`src/rtl/gtpe2_drp_pkg.sv`:
```
// gtpe2_drp_pkg: shared FSM states, GTPE2 common DRP address map and RMW merge helper.
package gtpe2_drp_pkg;
  localparam int DRP_DATA_W = 16;
  typedef enum logic [5:0] {
    IDLE     = 6'b000001,
    RD_ISSUE = 6'b000010,
    RD_WAIT  = 6'b000100,
    WR_ISSUE = 6'b001000,
    WR_WAIT  = 6'b010000,
    RESP     = 6'b100000
  } drp_state_e;
  localparam logic [7:0] DRP_PLL0_FBDIV      = 8'h00;
  localparam logic [7:0] DRP_PLL1_FBDIV      = 8'h01;
  localparam logic [7:0] DRP_PLL0_REFCLK_DIV = 8'h02;
  localparam logic [7:0] DRP_PLL1_REFCLK_DIV = 8'h03;
  localparam logic [7:0] DRP_PLL0_REFCLK_SEL = 8'h04;
  localparam logic [7:0] DRP_PLL1_REFCLK_SEL = 8'h05;
  localparam logic [7:0] DRP_PLL_LOCK        = 8'h06;
  function automatic logic [DRP_DATA_W-1:0] drp_merge(
    input logic [DRP_DATA_W-1:0] rd,
    input logic [DRP_DATA_W-1:0] wr,
    input logic [DRP_DATA_W-1:0] mask
  );
    return (rd & ~mask) | (wr & mask);
  endfunction
endpackage

```
`src/rtl/gtpe2_drp_wdog.sv`:
```
// gtpe2_drp_wdog: counts cycles since the last DRPEN and flags when DRPRDY is overdue.
module gtpe2_drp_wdog #(
  parameter int LIMIT = 64
) (
  input  logic clk,
  input  logic rst,
  input  logic clr,
  input  logic en,
  output logic expired
);
  logic [7:0] cnt;
  always_ff @(posedge clk or posedge rst)
    if (rst) cnt <= '0;
    else if (clr) cnt <= '0;
    else if (en) cnt <= cnt + 8'd1;
  // cnt is 0 in the DRPEN cycle, so LIMIT-1 marks the LIMIT-th cycle of the access
  assign expired = en && cnt == 8'(LIMIT - 1);
endmodule

```
`src/rtl/gtpe2_drp_master.sv`:
```
// gtpe2_drp_master: single-outstanding DRP initiator with read, write and read-modify-write
// requests, a bounded wait for DRPRDY and a held valid/ready response.
module gtpe2_drp_master
  import gtpe2_drp_pkg::*;
#(
  parameter int ADDR_W         = 8,
  parameter int DATA_W         = DRP_DATA_W,
  parameter int TIMEOUT_CYCLES = 64
) (
  input  logic              DRPCLK,
  input  logic              RESET,
  input  logic              REQ_VALID,
  output logic              REQ_READY,
  input  logic              REQ_WE,
  input  logic              REQ_RMW,
  input  logic [ADDR_W-1:0] REQ_ADDR,
  input  logic [DATA_W-1:0] REQ_DATA,
  input  logic [DATA_W-1:0] REQ_MASK,
  output logic              RSP_VALID,
  input  logic              RSP_READY,
  output logic [DATA_W-1:0] RSP_DATA,
  output logic              RSP_TIMEOUT,
  output logic              DRPEN,
  output logic              DRPWE,
  output logic [ADDR_W-1:0] DRPADDR,
  output logic [DATA_W-1:0] DRPDI,
  input  logic              DRPRDY,
  input  logic [DATA_W-1:0] DRPDO,
  output logic              BUSY
);
  drp_state_e state, state_n;
  logic accept, expired, timeout_n, rmw_q;
  logic [DATA_W-1:0] data_q, mask_q, merged;
  assign accept = REQ_VALID && REQ_READY;
  assign merged = DATA_W'(drp_merge(DRP_DATA_W'(DRPDO), DRP_DATA_W'(data_q), DRP_DATA_W'(mask_q)));
  gtpe2_drp_wdog #(.LIMIT(TIMEOUT_CYCLES)) u_wdog (
    .clk    (DRPCLK),
    .rst    (RESET),
    .clr    (state_n == RD_ISSUE || state_n == WR_ISSUE),
    .en     (state != IDLE && state != RESP),
    .expired(expired)
  );
  always_ff @(posedge DRPCLK or posedge RESET)
    if (RESET) state <= IDLE;
    else state <= state_n;
  always_comb begin
    state_n   = state;
    timeout_n = expired && !DRPRDY;
    case (state)
      IDLE:     if (accept) state_n = (!REQ_WE || REQ_RMW) ? RD_ISSUE : WR_ISSUE;
      RD_ISSUE: state_n = RD_WAIT;
      RD_WAIT:  state_n = DRPRDY ? (rmw_q ? WR_ISSUE : RESP) : (expired ? RESP : RD_WAIT);
      WR_ISSUE: state_n = WR_WAIT;
      WR_WAIT:  state_n = (DRPRDY || expired) ? RESP : WR_WAIT;
      RESP:     state_n = RSP_READY ? IDLE : RESP;
      default:  state_n = IDLE;
    endcase
  end
  // every interface output is a flop loaded from the next-state decode
  always_ff @(posedge DRPCLK or posedge RESET)
    if (RESET) begin
      REQ_READY   <= 1'b1;
      RSP_VALID   <= 1'b0;
      RSP_DATA    <= '0;
      RSP_TIMEOUT <= 1'b0;
      DRPEN       <= 1'b0;
      DRPWE       <= 1'b0;
      DRPADDR     <= '0;
      DRPDI       <= '0;
      BUSY        <= 1'b0;
      rmw_q       <= 1'b0;
      data_q      <= '0;
      mask_q      <= '0;
    end else begin
      REQ_READY <= state_n == IDLE;
      BUSY      <= state_n != IDLE;
      RSP_VALID <= state_n == RESP;
      DRPEN     <= state_n == RD_ISSUE || state_n == WR_ISSUE;
      DRPWE     <= state_n == WR_ISSUE;
      if (accept) begin
        DRPADDR     <= REQ_ADDR;
        data_q      <= REQ_DATA;
        mask_q      <= REQ_MASK;
        rmw_q       <= REQ_WE && REQ_RMW;
        RSP_TIMEOUT <= 1'b0;
      end
      if (state_n == WR_ISSUE) DRPDI <= (state == RD_WAIT) ? merged : REQ_DATA;
      if (state_n == RESP && state != RESP) begin
        RSP_DATA    <= timeout_n ? '0 : (state == RD_WAIT) ? DRPDO : DRPDI;
        RSP_TIMEOUT <= timeout_n;
      end
    end
endmodule

```
`config.mk`:
```
export PLATFORM = sky130hd
export DESIGN_NAME = gtpe2_drp_master
export DESIGN_NICKNAME = d
export VERILOG_FILES = /design/src/rtl/gtpe2_drp_pkg.sv /design/src/rtl/gtpe2_drp_wdog.sv /design/src/rtl/gtpe2_drp_master.sv
export SDC_FILE = /design/constraint.sdc
export NUM_CORES = 1
export LEC_CHECK = 0
export BUFFER_PORTS_ARGS = -buffer_cell sky130_fd_sc_hd__buf_2
export CORE_UTILIZATION = 58
export DETAILED_ROUTE_END_ITERATION = 8
export PLACE_DENSITY = 0.86
export SLEW_MARGIN = 25
export SYNTH_ARGS = -nofsm -noshare
export SYNTH_HDL_FRONTEND = slang
export SYNTH_SLANG_ARGS = --single-unit
export TNS_END_PERCENT = 50
```
`constraint.sdc`:
```
create_clock -name DRPCLK -period 5.6 [get_ports DRPCLK]
set_input_delay 1.4 -clock DRPCLK [delete_from_list [all_inputs] [get_ports DRPCLK]]
set_output_delay 1.4 -clock DRPCLK [all_outputs]
set_load 0.005 [all_outputs]
```
==> impl_results.md <==
* Diode count at 0
* Placed cell areas at around 0.0051 sq mm
* Final count of hold timing violations at 0
* Total clock sinks at 93
* Final setup TNS at 0 ps
* I/O Pins at ~110
* VDD IR max at 0.000290 V
* Initial DRT Pass Iterations at 4
* Fill count at between 500 and 600
* Post-route cell area at between 0.005 and 0.006 sq mm
* Critical path capture point type: flop
* Post-DRT Antenna Nets at 0
* Vias at roughly 3200
* Crit path DAT at around 3500 ps
* Remaining DRCs at 0
* H-tree depth at 3
* Post-CTS setup buffer count at 0
* Seq/Total Area, Yosys at 51.6%
* Grt ovf at 0
* Worst-Skew Late Latency at around 350 ps
* Starting density of the core at between 60% and 70%
* Leak at approximately 2.4 nW
* Hold Crit Class: reg2reg
* Part of the cycle the worst path needs at 58.4%
* WL final at roughly 9500 um
* Post-Synthesis Cell Area at 0.00452 sq mm
* Synth-to-Final Area Change at 17.0%
* Syn Inst Count at roughly 360
* Global-route usage over all layers at between 20 and 25%
* Clk slew on worst S/H paths at roughly 80 ps
* WHS at approximately 510 ps
* CP Class: in2reg
* R2R cell count at 4
* Syn Area/Cell at about 13 sq um
* Dominant synthesized flop cell: dfrtp_1
* Yosys cell types at 45
* Ys async rst share at 100%
* IO buf count at ~110
* Minimum clock period at between 3000 and 4000 ps
* Fraction of layout cells with a size suffix above 1 at 48.3%
* Worst-margin pin slew at between 900 and 1000 ps
* Startpoint types: input port
* Hold depth at 1
* Synth area leaders: dfrtp_1 50%, mux2_2 20%, mux2i_1 3.8%
* 1st-iter DRT viols at about 170
* Syn Nets at 422
* Top achievable clock speed at 306 MHz
* CTS tree: yes
* Max Cap Viol at 0
* Final Max Tran Viols at 0
* Post-route core utilization at between 70 and 80%
* Yosys top cell area share at between 50% and 60%
* Initial antenna violation count at 0
* Die Width at between 90 and 100 um
* Vias in the first global route at around 3300
* Number of instances in the placed design at 546
* Worst endpoint required time at about 5800 ps
* Nets at 522
* Clock skew at about 9.1 ps
* YS warnings at 0
* Post-CTS Resized at 0
* Post-CTS Hold Buffers at 0
* RSZ-0062 raised after global routing: no
* DP Wirelength at between 6000 and 7000 um
* Std cell rows at 31
* Non-Filler Instances at approximately 560
* Slew margin rel. at about 39%
* EDFF count, synth at 0
* Die area at ~0.0081 sq mm
* Final setup violation count at 0
* Routed wire length per instance at between 15 and 20 um
* #FFs+latches synth at between 90 and 100
* Core area at about 0.0074 sq mm
* Status: completed
* Vias per inst at 5.74
* Final GP Congestion at roughly 0.8
* Largest net degree at the start of global routing at 57
* Number of CTS-inserted buffers at 9
* First-pass GRT wire length at roughly 16000 um
* Max Fanout on Critical Path at between 40 and 50
* CTS root buf: clkbuf_8
* CTS max path bufs at 2
* Die height at 90.2 um
* Pwr/cell area at 452 mW/mm^2
* Area leader, netlist: dfrtp_1
[cells in the final DEF (no fill, tap or decap), types with 2 or more instances in the layout]
cell type	instances
buf_2	108
dfrtp_1	91
mux2_2	80
nand2_1	25
o21ai_0	23
mux2i_1	16
clkbuf_8	12
o221ai_2	9
nor2_1	9
mux2_1	8
a21oi_1	7
o221ai_1	7
xnor2_1	6
inv_1	5
nand3_1	5
xor2_1	3
nand4_1	3
or3_1	3
a211oi_1	3
nand2b_1	3
buf_4	3
dfstp_2	2
nor4_1	2
a32o_1	2
nor3b_1	2
[where the power goes]
part,total [W],switching [W],internal (W)
Clock,0.000464,0.000223,0.000241
Sequential,0.00110,0.000178,0.000927
Combinational,0.000818,0.000375,0.000444
[kinds of logic (layout without fill, tap and decap cells)]
family | count (synthesis) | count (layout) | share of synthesized area, %
multiplexers | 105 | 105 | 25.7
flip-flops | 93 | 93 | 51.6
AND/OR/NAND/NOR | 63 | 63 | 7.20
AO/OA/AOI/OAI | 58 | 58 | 9.86
buffers and inverters | 29 | 133 | 3.60
XOR/XNOR | 9 | 9 | 1.75
adder cells (fa/ha/maj) | 1 | 1 | 0.277
[registers in the layout, summed over array words and instances (netlist names)]
name,cells
DRPDI,16
u_wdog.cnt,8
DRPWE,1
state,6
RSP_DATA,16
BUSY,1
DRPADDR,8
RSP_VALID,1
mask_q,16
rmw_q,1
data_q,16
REQ_READY,1
DRPEN,1
RSP_TIMEOUT,1
[final cells by class]
type,count,area [sq um],area share [%]
sequential,93,2330,44.1
clock inverter,3,43.8,0.829
timing repair buffer,111,563,10.7
inverter,7,28.8,0.545
clock buffer,12,165,3.12
multi-input combinational,236,2030,38.4
tap,99,124,2.34
[through the flow]
step	worst slack [ps]	total power (W)
floorplan	1780	0.00167
global placement	2090	0.00188
detailed placement	1970	0.00194
CTS	2310	0.00240
global route	2230	0.00254
finish	2330	0.00239
[critical path, stage by stage]
cell      delay (ps)
buf_2             80
and2_2           130
buf_4            450
nand4b_1         300
o32a_1           680
mux2_1           450
[final timing paths]
check | start | end | slack, ps
setup / recovery | REQ_VALID | DRPDI[7]$_DFFE_PP0N_ | 2330
hold / removal | DRPADDR[7]$_DFFE_PP0P_ | DRPADDR[7]$_DFFE_PP0P_ | 510
setup reg to reg | state[3]$_DFF_PP0_ | DRPDI[7]$_DFFE_PP0N_ | 2900
hold reg to reg | DRPADDR[7]$_DFFE_PP0P_ | DRPADDR[7]$_DFFE_PP0P_ | 510
max in group asynchronous | RESET | RSP_DATA[14]$_DFFE_PP0P_ | 3510
min in group asynchronous | RESET | DRPADDR[4]$_DFFE_PP0P_ | 1150
[cells in the mapped netlist (3+ instances only)]
cell type	count
mux2_2	80
xnor2_1	6
clkbuf_1	7
a211oi_1	3
nand2_1	25
nand3_1	5
a21oi_1	7
or3_1	3
buf_1	4
nand4_1	3
xor2_1	3
o221ai_1	7
mux2i_1	17
mux2_1	8
inv_1	6
buf_6	4
nor2_1	10
o21ai_0	23
dfrtp_1	91
nand2b_1	3
o221ai_2	9
buf_2	6
[layer usage]
| layer | track usage [%] | vias up | wire, um |
|---|---|---|---|
| met4 | 8.74 | 0 | 198 |
| li1 | - | 1507 | - |
| met5 | 0 | - | 0 |
| met1 | 31.1 | 1606 | 3780 |
| met2 | 42.6 | 85 | 5020 |
| met3 | 4.40 | 23 | 458 |
Power figures use the tool's default switching activity.
